## src/rtl/exc_pkg.sv

```systemverilog
// Shared types and constants for the vectored exception unit: stack frame
// layout, readout selects and default vector table geometry.
package exc_pkg;

    localparam int EXC_N = 64;

    localparam logic [EXC_N-1:0] VBASE_DEF   = 64'hD800;
    localparam int               VSTRIDE_DEF = 128;

    localparam logic [1:0] EDATA_ELR  = 2'b00;
    localparam logic [1:0] EDATA_ESR  = 2'b01;
    localparam logic [1:0] EDATA_ERR  = 2'b10;
    localparam logic [1:0] EDATA_STAT = 2'b11;

    typedef struct packed {
        logic [EXC_N-1:0] elr;
        logic [7:0]       esr;
        logic [EXC_N-1:0] err;
    } exc_frame_t;

endpackage

```

## src/rtl/exc_unit_vec_if.sv

```systemverilog
// Datapath-facing signal bundle of the exception unit. master = fetch/execute
// side, slave = exception unit.
interface exc_unit_vec_if #(
    parameter int N       = 64,
    parameter int NUM_SRC = 4,
    parameter int DEPTH   = 4
);
    localparam int DW = $clog2(DEPTH + 1);

    logic [NUM_SRC-1:0] exc_req;
    logic [NUM_SRC-1:0] exc_mask;
    logic               eret;
    logic [N-1:0]       next_pc;
    logic [N-1:0]       fault_addr;
    logic [N-1:0]       branch_in;
    logic [1:0]         edata_sel;
    logic               eproc;
    logic [N-1:0]       evaddr;
    logic [N-1:0]       pc_branch;
    logic [N-1:0]       read_data;
    logic [NUM_SRC-1:0] exc_ack;
    logic [DW-1:0]      depth;
    logic               stack_full;
    logic               eret_err;

    modport master (
        output exc_req, exc_mask, eret, next_pc, fault_addr, branch_in, edata_sel,
        input  eproc, evaddr, pc_branch, read_data, exc_ack, depth, stack_full, eret_err
    );

    modport slave (
        input  exc_req, exc_mask, eret, next_pc, fault_addr, branch_in, edata_sel,
        output eproc, evaddr, pc_branch, read_data, exc_ack, depth, stack_full, eret_err
    );

endinterface

```

## src/rtl/exc_frame_stack.sv

```systemverilog
// DEPTH-deep LIFO of return frames. Push and pop in the same cycle replace
// the top entry in place, so depth is unchanged.
module exc_frame_stack
    import exc_pkg::*;
#(
    parameter  int DEPTH = 4,
    localparam int DW    = $clog2(DEPTH + 1)
) (
    input  logic          clk,
    input  logic          reset,
    input  logic          push_i,
    input  logic          pop_i,
    input  exc_frame_t    frame_i,
    output exc_frame_t    top_o,
    output logic [DW-1:0] depth_o,
    output logic          full_o,
    output logic          empty_o
);

    localparam logic [DW-1:0] ONE = DW'(1);

    exc_frame_t    mem_q [DEPTH];
    logic [DW-1:0] depth_q, depth_d;
    logic [DW-1:0] wr_idx;
    logic          wr_en;
    logic          full, empty;

    assign full  = (depth_q == DW'(DEPTH));
    assign empty = (depth_q == '0);

    always_comb begin
        wr_en   = 1'b0;
        wr_idx  = depth_q;
        depth_d = depth_q;
        if (push_i && pop_i && !empty) begin
            wr_en  = 1'b1;
            wr_idx = depth_q - ONE;
        end else if (push_i && !full) begin
            wr_en   = 1'b1;
            depth_d = depth_q + ONE;
        end else if (pop_i && !empty) begin
            depth_d = depth_q - ONE;
        end
    end

    always_ff @(posedge clk) begin
        if (reset) begin
            depth_q <= '0;
            for (int i = 0; i < DEPTH; i++) mem_q[i] <= '0;
        end else begin
            depth_q <= depth_d;
            for (int i = 0; i < DEPTH; i++)
                if (wr_en && (DW'(i) == wr_idx)) mem_q[i] <= frame_i;
        end
    end

    // An empty stack reads as an all-zero frame.
    always_comb begin
        top_o = '0;
        for (int i = 0; i < DEPTH; i++)
            if (DW'(i + 1) == depth_q) top_o = mem_q[i];
    end

    assign depth_o = depth_q;
    assign full_o  = full;
    assign empty_o = empty;

endmodule

```

## src/rtl/exc_unit_vec.sv

```systemverilog
// Vectored, nestable exception unit: priority-selects a request, steers fetch
// to its vector, and stacks return context so higher-priority sources preempt.
module exc_unit_vec
    import exc_pkg::*;
#(
    parameter  int             N       = EXC_N,
    parameter  int             NUM_SRC = 4,
    parameter  int             DEPTH   = 4,
    parameter  logic [N-1:0]   VBASE   = VBASE_DEF,
    parameter  int             VSTRIDE = VSTRIDE_DEF,
    localparam int             DW      = $clog2(DEPTH + 1)
) (
    input logic           clk,
    input logic           reset,
    exc_unit_vec_if.slave bus
);

    logic [NUM_SRC-1:0] elig;
    logic [NUM_SRC-1:0] ack_d, ack_q;
    logic [7:0]         win;
    logic               take, pop;
    logic               eret_err_d, eret_err_q;
    exc_frame_t         top, push_frame;
    logic [DW-1:0]      depth;
    logic               full, empty;

    exc_frame_stack #(.DEPTH(DEPTH)) u_stack (
        .clk     (clk),
        .reset   (reset),
        .push_i  (take),
        .pop_i   (pop),
        .frame_i (push_frame),
        .top_o   (top),
        .depth_o (depth),
        .full_o  (full),
        .empty_o (empty)
    );

    // Inside a handler only strictly higher-priority (lower index) sources preempt.
    always_comb begin
        elig = '0;
        win  = '0;
        for (int i = 0; i < NUM_SRC; i++)
            elig[i] = bus.exc_req[i] & ~bus.exc_mask[i] & (empty | (8'(i) < top.esr));
        for (int i = NUM_SRC - 1; i >= 0; i--)
            if (elig[i]) win = 8'(i);
    end

    assign take = (|elig) & ~full;
    assign pop  = bus.eret & ~empty;

    // A take coinciding with ERET returns to where the ERET would have gone.
    always_comb begin
        push_frame     = '0;
        push_frame.elr = pop ? top.elr : EXC_N'(bus.next_pc);
        push_frame.esr = win;
        push_frame.err = EXC_N'(bus.fault_addr);
    end

    always_comb begin
        ack_d = '0;
        for (int i = 0; i < NUM_SRC; i++)
            ack_d[i] = take & (win == 8'(i));
    end

    assign eret_err_d = eret_err_q | (bus.eret & empty);

    always_ff @(posedge clk) begin
        if (reset) begin
            ack_q      <= '0;
            eret_err_q <= 1'b0;
        end else begin
            ack_q      <= ack_d;
            eret_err_q <= eret_err_d;
        end
    end

    always_comb begin
        case (bus.edata_sel)
            EDATA_ELR: bus.read_data = N'(top.elr);
            EDATA_ESR: bus.read_data = N'(top.esr);
            EDATA_ERR: bus.read_data = N'(top.err);
            default:   bus.read_data = N'({full, depth});
        endcase
    end

    assign bus.eproc      = take;
    assign bus.evaddr     = VBASE + N'(win) * N'(VSTRIDE);
    assign bus.pc_branch  = (pop && !take) ? N'(top.elr) : bus.branch_in;
    assign bus.exc_ack    = ack_q;
    assign bus.depth      = depth;
    assign bus.stack_full = full;
    assign bus.eret_err   = eret_err_q;

endmodule

```

## src/flat_wrapper.sv

```systemverilog
// flat-port wrapper written by rule: the top's interface ports become plain ports
module exc_unit_vec_flat import exc_pkg::*;
#(
    parameter  int             N       = EXC_N,
    parameter  int             NUM_SRC = 4,
    parameter  int             DEPTH   = 4,
    parameter  logic [N-1:0]   VBASE   = VBASE_DEF,
    parameter  int             VSTRIDE = VSTRIDE_DEF,
    localparam int             DW      = $clog2(DEPTH + 1)
)
  (clk, reset, bus_exc_req, bus_exc_mask, bus_eret, bus_next_pc, bus_fault_addr, bus_branch_in, bus_edata_sel, bus_eproc, bus_evaddr, bus_pc_branch, bus_read_data, bus_exc_ack, bus_depth, bus_stack_full, bus_eret_err);
  exc_unit_vec_if #(.N(N), .NUM_SRC(NUM_SRC), .DEPTH(DEPTH)) bus_i ();
  input logic clk;
  input logic reset;
  input wire logic [$bits(bus_i.exc_req)-1:0] bus_exc_req;
  input wire logic [$bits(bus_i.exc_mask)-1:0] bus_exc_mask;
  input wire logic [$bits(bus_i.eret)-1:0] bus_eret;
  input wire logic [$bits(bus_i.next_pc)-1:0] bus_next_pc;
  input wire logic [$bits(bus_i.fault_addr)-1:0] bus_fault_addr;
  input wire logic [$bits(bus_i.branch_in)-1:0] bus_branch_in;
  input wire logic [$bits(bus_i.edata_sel)-1:0] bus_edata_sel;
  output wire logic [$bits(bus_i.eproc)-1:0] bus_eproc;
  output wire logic [$bits(bus_i.evaddr)-1:0] bus_evaddr;
  output wire logic [$bits(bus_i.pc_branch)-1:0] bus_pc_branch;
  output wire logic [$bits(bus_i.read_data)-1:0] bus_read_data;
  output wire logic [$bits(bus_i.exc_ack)-1:0] bus_exc_ack;
  output wire logic [$bits(bus_i.depth)-1:0] bus_depth;
  output wire logic [$bits(bus_i.stack_full)-1:0] bus_stack_full;
  output wire logic [$bits(bus_i.eret_err)-1:0] bus_eret_err;
  assign bus_i.exc_req = bus_exc_req;
  assign bus_i.exc_mask = bus_exc_mask;
  assign bus_i.eret = bus_eret;
  assign bus_i.next_pc = bus_next_pc;
  assign bus_i.fault_addr = bus_fault_addr;
  assign bus_i.branch_in = bus_branch_in;
  assign bus_i.edata_sel = bus_edata_sel;
  assign bus_eproc = bus_i.eproc;
  assign bus_evaddr = bus_i.evaddr;
  assign bus_pc_branch = bus_i.pc_branch;
  assign bus_read_data = bus_i.read_data;
  assign bus_exc_ack = bus_i.exc_ack;
  assign bus_depth = bus_i.depth;
  assign bus_stack_full = bus_i.stack_full;
  assign bus_eret_err = bus_i.eret_err;
  exc_unit_vec #(.N(N), .NUM_SRC(NUM_SRC), .DEPTH(DEPTH), .VBASE(VBASE), .VSTRIDE(VSTRIDE)) u_core (.clk(clk), .reset(reset), .bus(bus_i));
endmodule
```

## config.mk

```make
export PLATFORM = sky130hd
export DESIGN_NAME = exc_unit_vec_flat
export DESIGN_NICKNAME = d
export VERILOG_FILES = /design/src/rtl/exc_pkg.sv /design/src/rtl/exc_unit_vec_if.sv /design/src/rtl/exc_frame_stack.sv /design/src/rtl/exc_unit_vec.sv /design/src/flat_wrapper.sv
export SDC_FILE = /design/constraint.sdc
export NUM_CORES = 1
export LEC_CHECK = 0
export CORE_MARGIN = 5
export CORE_UTILIZATION = 55
export CTS_BUF_LIST = sky130_fd_sc_hd__clkbuf_4 sky130_fd_sc_hd__clkbuf_8 sky130_fd_sc_hd__clkbuf_16
export DETAILED_ROUTE_END_ITERATION = 16
export HOLD_SLACK_MARGIN = 0.06
export PLACE_DENSITY = 0.81
export SYNTH_ARGS = -nofsm -noshare
export SYNTH_HDL_FRONTEND = slang
export SYNTH_SLANG_ARGS = --single-unit
```

## constraint.sdc

```tcl
create_clock -name clk -period 13.8 [get_ports clk]
set_input_delay 2.76 -clock clk [delete_from_list [all_inputs] [get_ports clk]]
set_output_delay 2.76 -clock clk [all_outputs]
set_load 0.005 [all_outputs]
```

==> impl_metrics.csv <==
group,metric,value,unit
yosys,syn_avg_cell_area,10.4,um^2
setup_path,critPathTopFamily,"buffers and inverters",
worst_hold_path,min_path_type,"reg2reg",
cells_and_area,design_area,0.0312,mm^2
floorplanning,start_util,55.3,%
yosys,synth-edff-count,520,
clock_tree,cts.sinks,528,
routing,drc,0,
setup_path,critPathMaxStageDelay,0.76,ns
clock_tree,cts-root-buf,"clkbuf_16",
power,power_density,176,mW/mm^2
floorplanning,boundaryPins,407,
power,switchingPower,0.00198,W
power,vdd_drop_max,127,uV
floorplanning,std_cell_rows,80,
clock_tree,cts_buffers,52,
yosys,synth_top_area_cell,"edfxtp_1",
yosys,synth_cells,2527,
floorplanning,die_y,229,um
yosys,async_reset_ff_share,0,%
clock_tree,cts_hold_buffers,0,
timing,max_freq,0.112,GHz
cells_and_area,final-seq-area,0.0158,mm^2
timing,maxSlewHeadroom,23.6,%
outcome,status,"finished, final reports clean",
cells_and_area,multi_input_area,0.00945,mm^2
timing,rsz0062_at_grt,"no",
floorplanning,core_area,0.0475,mm^2
setup_path,crit_type,"reg2out",
grt,track_usage,30.4,%
cells_and_area,area_delta_synth_final,18.6,%
routing,routed_wl,83100,um
routing,drtAntennaViolNets,0,
yosys,yosysSeqAreaShare,60.0,%
clock_tree,cts_resized,0,
power,p_comb_share,35.3,%
clock_tree,cts_htree_levels,2,
timing,finalHoldViolCount,0,
floorplanning,die_x,229,um
timing,tns,0,ns
place,place.gp.congestion,0.937,
routing,avgRoutedWirePerCell,24.5,um
cells_and_area,layout_common_cells,"nor2_1 (709), edfxtp_1 (520), clkdlybuf4s50_1 (341)",
setup_path,cp_num_buf_inv,4,
timing,skew,0.0126,ns
yosys,ys_seq_elements,528,
grt,antenna_found_initial,3,
cells_and_area,layout_commonest_cell,"nor2_1",
yosys,yosysWarningCount,0,
routing,first_pass_iters,8,
grt,grtUsageMet2,46.6,%
grt,grt_first_pass_wirelength,123000,um
timing,tightest_slew,1.15,ns
routing,viasPerCell,6.16,
yosys,synth_top_flop_cell,"edfxtp_1",
yosys,synth_top_area_share,59.3,%
setup_path,required,11.04,ns
grt,use_met1,43.5,%
yosys,synthesis.area,0.0263,mm^2
routing,num_vias,20900,
setup_path,cp_max_fo,71,
cells_and_area,num-fill-cells,3535,
setup_path,critical-path-slowest-cell,"inv_4",
power,pwr-share-clk,24.5,%
place,port_buffers,344,
grt,gr-total-overflow,0,
clock_tree,post_cts_buffers,0,
setup_path,start_kind,"register",
yosys,synthDistinctLibCells,53,
power,power.internal,0.00350,W
grt,grt_max_degree,104,
cells_and_area,fin_nets,2951,
power,sequentialPowerShare,40.2,%
clock_tree,cts_tree,"done",
power,p_leak,10.9,nW
yosys,ys_top_cells_by_area,"edfxtp_1 (59%), nor2_1 (10%), nand2_1 (4.6%), mux2_2 (2.7%), o21ai_0 (2.6%)",
timing,fin_crit_sh,64.8,%
place,dp_hpwl,49700,um
cells_and_area,drive_gt1_share,7.42,%
setup_path,cp_cell_sequence,"inv_1, ha_2, buf_4, nand2_2, inv_4, nand2b_1, a31oi_4, a21oi_1, nand2b_4, mux2_2, clkdlybuf4s50_1",
clock_tree,clock_path_buffers,3,
power,p_sw_share,36.1,%
floorplanning,dieArea,0.0523,mm^2
grt,busiest_layer,"met2",
grt,grt_pass1_vias,20100,
setup_path,cp-end-kind,"output port",
timing,maxSlewViolCount,0,
grt,use_met3,7.83,%
flow_run,drv_cap,0,
clock_tree,worstSkewPairLatency,0.61,ns
clock_tree,clkTransAtPathRegs,0.06,ns
timing,fin_crit,8.94,ns
routing,first_iter_violations,3131,
place,placed_area,0.0296,mm^2
setup_path,critPathArrivalTime,6.18,ns
timing,setup_violations,0,
-- per-stage QoR --
stage	util (%)	hold WS (ns)	power, W	setup WS, ns	std cells
floorplan	-	0.460	0.00336	6.09	2587
global placement	62.3	0.462	0.00407	5.20	3301
detailed placement	62.3	0.483	0.00412	5.10	3301
CTS	65.6	0.497	0.00545	4.99	3393
global route	65.7	0.515	0.00568	4.69	3394
finish	65.7	0.498	0.00549	4.86	3394
-- Yosys cell counts, drive strengths merged (4+ instances only) --
library cell    n
edfxtp        520
nand2         320
or2             4
mux2i          63
mux2           63
o21ai         139
a311oi         61
nor3            5
nand3           6
a22o            4
buf           129
nor2          719
a221o          65
a21oi          79
inv             8
nor4            4
or3             5
nor2b           9
a22oi          63
nand2b         72
a221oi          4
dfxtp           8
clkbuf        140
ha              6
-- logic make-up (layout without fill, tap and decap cells) --
logic type	after synthesis	count (layout)	share of synthesized area [%]
simple gates	1155	1155	17.9
compound gates	427	427	11.1
buf+inv	277	468	5.40
fa+ha+maj	7	7	0.328
other cells	2	63	0.0285
flops	528	528	60.0
xor+xnor	4	4	0.133
mux	127	127	5.18
-- path summary, 6_finish.rpt --
kind,from,end,slack (ns),depth (start not counted)
hold / removal,u_core.bus.eret_err,u_core.bus.eret_err,0.50,2
hold reg to reg,u_core.bus.eret_err,u_core.bus.eret_err,0.50,2
setup / recovery,u_core.u_stack.depth_o[0],bus_pc_branch[46],4.86,11
setup reg to reg,u_core.u_stack.depth_o[0],u_core.u_stack.mem_q[1][123],6.79,13
-- final cells by class --
class	count	area share (%)
Clock inverter	24	0.441
Timing Repair Buffer	368	11.6
Multi-Input combinational cell	1782	30.3
Clock buffer	68	4.61
Inverter	8	0.104
Sequential cell	528	50.5
Antenna cell	1	0.00802
Tap cell	615	2.47
-- power groups by stage --
stage / sequential, W / clock, W / combinational (W)
finish: 0.00220 / 0.00135 / 0.00194
global placement: 0.00221 / 0 / 0.00186
detailed placement: 0.00223 / 0 / 0.00189
CTS: 0.00220 / 0.00135 / 0.00190
floorplan: 0.00223 / 0 / 0.00113
global route: 0.00222 / 0.00141 / 0.00204
-- state kept, by name, indices dropped and copies added, names as in the netlist --
name,cells
u_core.u_stack.mem_q,520
u_core.u_stack.depth_o,3
u_core.bus.eret_err,1
u_core.bus.exc_ack,4
-- routing by layer --
layer  vias to the layer above  wire, um
li1                       9216         -
met1                     10100     31900
met2                      1501     38000
met3                       132     11100
met4                         0      2070
met5                         -         0
-- worst reg2reg max path: stages (launching register included) --
cell and delay [ns]:
dfxtp_1 0.45, inv_1 0.33, ha_2 0.57, buf_4 0.72, nand2_2 0.18, inv_4 0.76
nand2b_1 0.32, a31oi_4 0.32, maj3_2 0.24, a22o_1 0.28, or2_2 0.17, buf_4 0.66
nand2b_4 0.81, buf_4 0.77
(Power assumes the default switching activity.)
